===== src/rtl/sdram_aref_ctrl.sv =====
// SDRAM auto-refresh scheduler: interval timer, refresh debt, and the
// PRECHARGE-ALL / AUTO-REFRESH command sequencer granted by the arbiter.
module sdram_aref_ctrl #(
    parameter int REF_INTERVAL = 750,
    parameter int T_RP         = 2,
    parameter int T_RC         = 7,
    parameter int REF_CNT      = 2,
    parameter int MAX_DEBT     = 4
) (
    input  logic        clk,
    input  logic        rst,
    input  logic        init_end,
    input  logic        ref_en,
    output logic        ref_req,
    output logic        flag_ref_end,
    output logic [3:0]  aref_cmd,
    output logic [12:0] aref_addr,
    output logic [1:0]  aref_ba,
    output logic        ref_overrun
);

    localparam int TW = $clog2(REF_INTERVAL);
    localparam int DW = $clog2(MAX_DEBT + 1);
    localparam int WW = $clog2((T_RC > T_RP ? T_RC : T_RP) + 1);
    localparam int CW = $clog2(REF_CNT + 1);

    localparam logic [3:0] CMD_NOP  = 4'b0111;
    localparam logic [3:0] CMD_PRE  = 4'b0010;
    localparam logic [3:0] CMD_AREF = 4'b0001;

    typedef enum logic [2:0] {
        S_IDLE,
        S_PRE,
        S_TRP,
        S_AREF,
        S_TRC,
        S_DONE
    } state_t;

    state_t          r_state;
    state_t          w_state_nxt;
    logic [TW-1:0]   r_tim;
    logic [DW-1:0]   r_debt;
    logic            r_overrun;
    logic [WW-1:0]   r_wait;
    logic [WW-1:0]   w_wait_nxt;
    logic [CW-1:0]   r_cnt;
    logic [CW-1:0]   w_cnt_nxt;
    logic            w_tick;
    logic            w_dec;

    assign w_tick = init_end && (r_tim == TW'(REF_INTERVAL - 1));
    assign w_dec  = (r_state == S_DONE);

    // Interval timer: held at zero until init is done, wrap is the tick
    always_ff @(posedge clk) begin
        if (rst || !init_end) begin
            r_tim <= '0;
        end else if (w_tick) begin
            r_tim <= '0;
        end else begin
            r_tim <= r_tim + TW'(1);
        end
    end

    // Refresh debt: +1 per tick (saturating), -1 per completed sequence
    always_ff @(posedge clk) begin
        if (rst) begin
            r_debt    <= '0;
            r_overrun <= 1'b0;
        end else if (w_tick && !w_dec) begin
            if (r_debt == DW'(MAX_DEBT)) begin
                r_overrun <= 1'b1;
            end else begin
                r_debt <= r_debt + DW'(1);
            end
        end else if (w_dec && !w_tick) begin
            r_debt <= r_debt - DW'(1);
        end
    end

    // Sequencer state, spacing counter and AUTO-REFRESH counter
    always_ff @(posedge clk) begin
        if (rst) begin
            r_state <= S_IDLE;
            r_wait  <= '0;
            r_cnt   <= '0;
        end else begin
            r_state <= w_state_nxt;
            r_wait  <= w_wait_nxt;
            r_cnt   <= w_cnt_nxt;
        end
    end

    // Next-state and command decode from the registered state
    always_comb begin
        w_state_nxt  = r_state;
        w_wait_nxt   = r_wait;
        w_cnt_nxt    = r_cnt;
        aref_cmd     = CMD_NOP;
        aref_addr    = '0;
        flag_ref_end = 1'b0;
        unique case (r_state)
            S_IDLE: begin
                if (ref_en && (r_debt != '0)) begin
                    w_state_nxt = S_PRE;
                end
            end
            S_PRE: begin
                aref_cmd      = CMD_PRE;
                aref_addr[10] = 1'b1;
                w_wait_nxt    = '0;
                w_state_nxt   = S_TRP;
            end
            S_TRP: begin
                if (r_wait == WW'(T_RP - 1)) begin
                    w_state_nxt = S_AREF;
                end else begin
                    w_wait_nxt = r_wait + WW'(1);
                end
            end
            S_AREF: begin
                aref_cmd    = CMD_AREF;
                w_cnt_nxt   = r_cnt + CW'(1);
                w_wait_nxt  = '0;
                w_state_nxt = S_TRC;
            end
            S_TRC: begin
                if (r_wait == WW'(T_RC - 1)) begin
                    if (r_cnt < CW'(REF_CNT)) begin
                        w_state_nxt = S_AREF;
                    end else begin
                        w_state_nxt = S_DONE;
                    end
                end else begin
                    w_wait_nxt = r_wait + WW'(1);
                end
            end
            S_DONE: begin
                flag_ref_end = 1'b1;
                w_cnt_nxt    = '0;
                w_state_nxt  = S_IDLE;
            end
            default: begin
                w_state_nxt = S_IDLE;
            end
        endcase
    end

    assign ref_req     = (r_state == S_IDLE) && (r_debt != '0);
    assign aref_ba     = 2'b00;
    assign ref_overrun = r_overrun;

endmodule


===== config.mk =====
export PLATFORM = sky130hd
export DESIGN_NAME = sdram_aref_ctrl
export DESIGN_NICKNAME = d
export VERILOG_FILES = /design/src/rtl/sdram_aref_ctrl.sv
export SDC_FILE = /design/constraint.sdc
export NUM_CORES = 1
export LEC_CHECK = 0
export BUFFER_PORTS_ARGS = -buffer_cell sky130_fd_sc_hd__buf_2
export CAP_MARGIN = 15
export CELL_PAD_IN_SITES_DETAIL_PLACEMENT = 2
export CELL_PAD_IN_SITES_GLOBAL_PLACEMENT = 2
export CORE_MARGIN = 2
export CORE_UTILIZATION = 30
export CTS_CLUSTER_SIZE = 10
export DETAILED_ROUTE_END_ITERATION = 8
export GPL_TIMING_DRIVEN = 0
export PLACE_DENSITY = 0.72
export SETUP_SLACK_MARGIN = 0.4
export SLEW_MARGIN = 15
export SYNTH_ARGS = -nofsm -noshare
export SYNTH_HDL_FRONTEND = slang
export SYNTH_SLANG_ARGS = --single-unit

===== constraint.sdc =====
create_clock -name clk -period 2.6 [get_ports clk]
set_clock_uncertainty 0.1 [all_clocks]
set_input_delay 0.39 -clock clk [delete_from_list [all_inputs] [get_ports clk]]
set_output_delay 0.39 -clock clk [all_outputs]
set_load 0.01 [all_outputs]

==> results list <==
- For this run, the number of standard cells in the final layout without fillers is 240.
- 0 antenna diodes ended up in the layout.
* Port bufs: 10
* Share of synthesized cell area in and, or, nand and nor gates: 0.286
- Sum of negative setup slack: 0 ns
* Share of power burned in the clock network: 0.451
* Count of warnings emitted by yosys: 0
* Peak Freq: 472 MHz
* Sequential share of the synthesized area: 0.334
- Syn Std Cell Area: 1320 µm²
* Net count, final: 199
- Max Fanout on Critical Path: 3
- Starting density of the core: 0.307
- At the worst endpoint, the required time is 2.67 ns.
* Synthesized-area fraction occupied by ao, oa, aoi and oai cells: 0.103
- Minimum period implied by the final worst setup slack: 2.12 ns
- Summed over all nets, the switching power comes to 152 µW.
- Final setup slack of the worst path: 0.482 ns
- Via count of the first global-routing pass: 1206
* Met2 Wirelength: 1850 µm
- The worst hold path was traced through 2 stages.
- Leakage dissipation: 0.680 nW
* Setup-violating endpoint count in the final report: 0
- The average instance in the mapped netlist occupies 8.56 µm².
* H-tree level count: 1
- Post-Place Setup Slack: 0.0726 ns
* DRC viols: 0
- In the final routing, the length of wire on met1 measures 1450 µm.
* Total routing usage reported by global routing: 0.151
* Largest family of logic cells by synthesized area: simple AND/OR/NAND/NOR gates
- Startpoint of the worst setup timing path: r_tim[8]
* Worst hold-check path type: input port to flop
- Most area-consuming cells after synthesis: dfxtp_1 33%, buf_4 8.5%, nor2_1 5.7%, xor2_1 5.3%, ha_1 4.7%
- Xor-xnor portion of the synthesized cell area: 0.0664
- Fraction of final layout cells sized beyond drive strength 1: 0.314
- Routability-driven placement finished with a final weighted congestion of 0.807.
- Remaining max-slew budget at the tightest pin: 0.488
- Counting flops with a built-in enable in the synthesized netlist gives 0.
* Pin count of the biggest net entering global routing: 14
* Max clock buf depth: 2
- STA puts the critical path data arrival time at 2.19 ns.
- The count of final max-slew check failures was 0.
- I/O pin total: 26
- Of the post-synthesis cell area, the part taken by muxes is 0.0199.
* Area grow syn2layout: 26.5%
* FF-to-FF path depth: 7
* Placement Rows: 24
- Placed Instances: 230
* Area fraction of the dominant cell type after synthesis: 0.334
- Across the VDD grid, the largest voltage drop is 255 µV.
- Library cells used by synthesis: 43
- Number of routed nets with antenna violations: 0
- Root buffer cell: clkbuf_8
* Average wire per cell in the routed design: 14.4 µm
* Number of synthesized register bits: 22
- Number of vias per cell: 4.66
- The first TritonRoute pass finished after 4 iterations.
* Total clock sinks: 22
- The worst setup path is launched from a flop.
- At the later pin of the worst-skew pair, clock insertion delay measures 0.27 ns.
- Fraction of power spent switching nets: 0.210
* Power per cell area: 433 nW/µm²
- The floorplan step defined a die boundary enclosing 4940 µm².
- Global-route wire length before repair: 5890 µm
- The detailed router placed 1118 vias in this run.
* Chip Height: 70.3 µm
* Flop-to-flop setup slack: 0.48 ns
* Std-Cell Core Area: 4290 µm²
- WL met3: 107 µm
- Crit. End Element: flop
- Synthesis produced a netlist whose cell count is 154.
- Area share of fa/ha/maj cells after synthesis: 0.0626
* Critical Setup Path Class: flop to flop
- The flow ran to the end, and the final reports show no timing, DRC or antenna violations.
- Clock-pin slew of the registers on the worst-case setup and hold paths: 0.09 ns
- P_int: 570 µW
* Max cap viols: 0
- Total wire length after detailed routing: 3450 µm
- Pin slew with the least headroom to its limit: 0.767 ns
- Setup repair after global routing could not meet its margin everywhere.
- Cell taking the most area after synthesis: dfxtp_1
- Top FF cell, synth: dfxtp_1
- Of the total power, combinational logic draws 0.074.
* Commonest non-fill, non-tap cells in the layout: 21 x buf_4, 20 x nor2_1, 16 x dfxtp_1, 15 x conb_1, 13 x buf_2
- DRC violation total after the first TritonRoute iteration: 65
- Detailed placement finished with a half-perimeter wire length of 2490 µm.
- CTS tree: built
- Final period utilization: 0.814
- The library cell used most frequently in the layout, excluding fill and tap cells, is buf_4.
- The startpoint identified for the worst hold timing path is rst.
- The initial antenna violation count is 0.
* Total count of hold-check failures in the final report: 0
* DR top layer: met4
- Of the total power, registers draw 0.475.
* CTS buffer count: 3
* Overflow left after global routing: 0
- RR Startpoint: r_tim[8]
- In this run the horizontal extent of the chip is 70.3 µm.
* Share of flip-flops with an asynchronous set or reset after synthesis: 0
## through the flow
step / power, mW / hold slack (ns) / util / instance area, µm²
6_report: 0.722 / 0.271 / 0.388 / 1670
5_1_grt: 0.752 / 0.281 / 0.388 / 1670
4_1_cts: 0.729 / 0.270 / 0.384 / 1650
3_5_place_dp: 0.399 / 0.385 / 0.346 / 1490
3_3_place_gp: 0.398 / 0.350 / 0.346 / 1490
2_1_floorplan: 0.390 / 0.368 / - / 1370
## power by group through the flow
stage          Clock [mW]  Sequential (mW)  Combinational [mW]
2_1_floorplan           0            0.351              0.0388
3_3_place_gp            0            0.353              0.0455
3_5_place_dp            0            0.353              0.0464
4_1_cts             0.334            0.342              0.0523
5_1_grt             0.349            0.343              0.0604
6_report            0.326            0.342              0.0534
## cells in the mapped netlist, drive strengths merged (2+ instances only)
library cell  instances
dfxtp                22
nor2                 20
buf                  18
nand2                11
inv                   9
xor2                  8
nor2b                 6
o21ai                 6
a21oi                 5
ha                    5
nand3                 5
nand2b                4
nor3                  4
and3                  3
a2111oi               2
mux2                  2
nand4                 2
nand4b                2
nor4                  2
o311ai                2
xnor2                 2
## layer usage
layer,global-route usage,vias up
met5,0,-
met4,0.0449,0
met3,0.0361,5
met2,0.280,13
met1,0.169,542
li1,-,558
## sequential cells by signal, indices dropped and copies added, names as in the netlist
signal and flops:
r_tim 10, r_state 3, ref_overrun 1, r_cnt 2
r_debt 3, r_wait 3
## kinds of logic (layout without fill, tap and decap cells)
| kind of cell | count (synthesis) | count (layout) |
|---|---|---|
| compound gates | 19 | 19 |
| xor+xnor | 10 | 10 |
| fa+ha+maj | 6 | 6 |
| buf+inv | 28 | 48 |
| flops | 22 | 22 |
| mux | 2 | 2 |
| other cells | 1 | 15 |
| simple gates | 66 | 66 |
## layout make-up
type	count	area (µm²)
clock inverter	1	30.0
clock buffer	3	41.3
timing repair buffer	16	95.1
sequential	22	453
multi-input combinational	118	816
tap	52	65.1
inverter	9	36.3
buffer	19	131
fill	513	2630
## critical path, stage by stage (launching register included)
cell,delay [ns]
dfxtp_1,0.34
nand4bb_4,0.26
nor4_4,0.31
inv_1,0.09
fa_2,0.35
and3_4,0.16
a21oi_4,0.12
mux2_4,0.30
## path summary, 6_finish.rpt
kind,to
setup reg to reg,r_debt[2]
setup / recovery,r_debt[2]
hold / removal,r_state[0]
hold reg to reg,ref_overrun
## timing repair
item	in CTS	in global routing
pin swaps	2	3
setup buffers	5	1
hold buffers	0	0
resized for setup	15	5
endpoints found under the setup margin	1	1
Power figures use the tool's default switching activity.
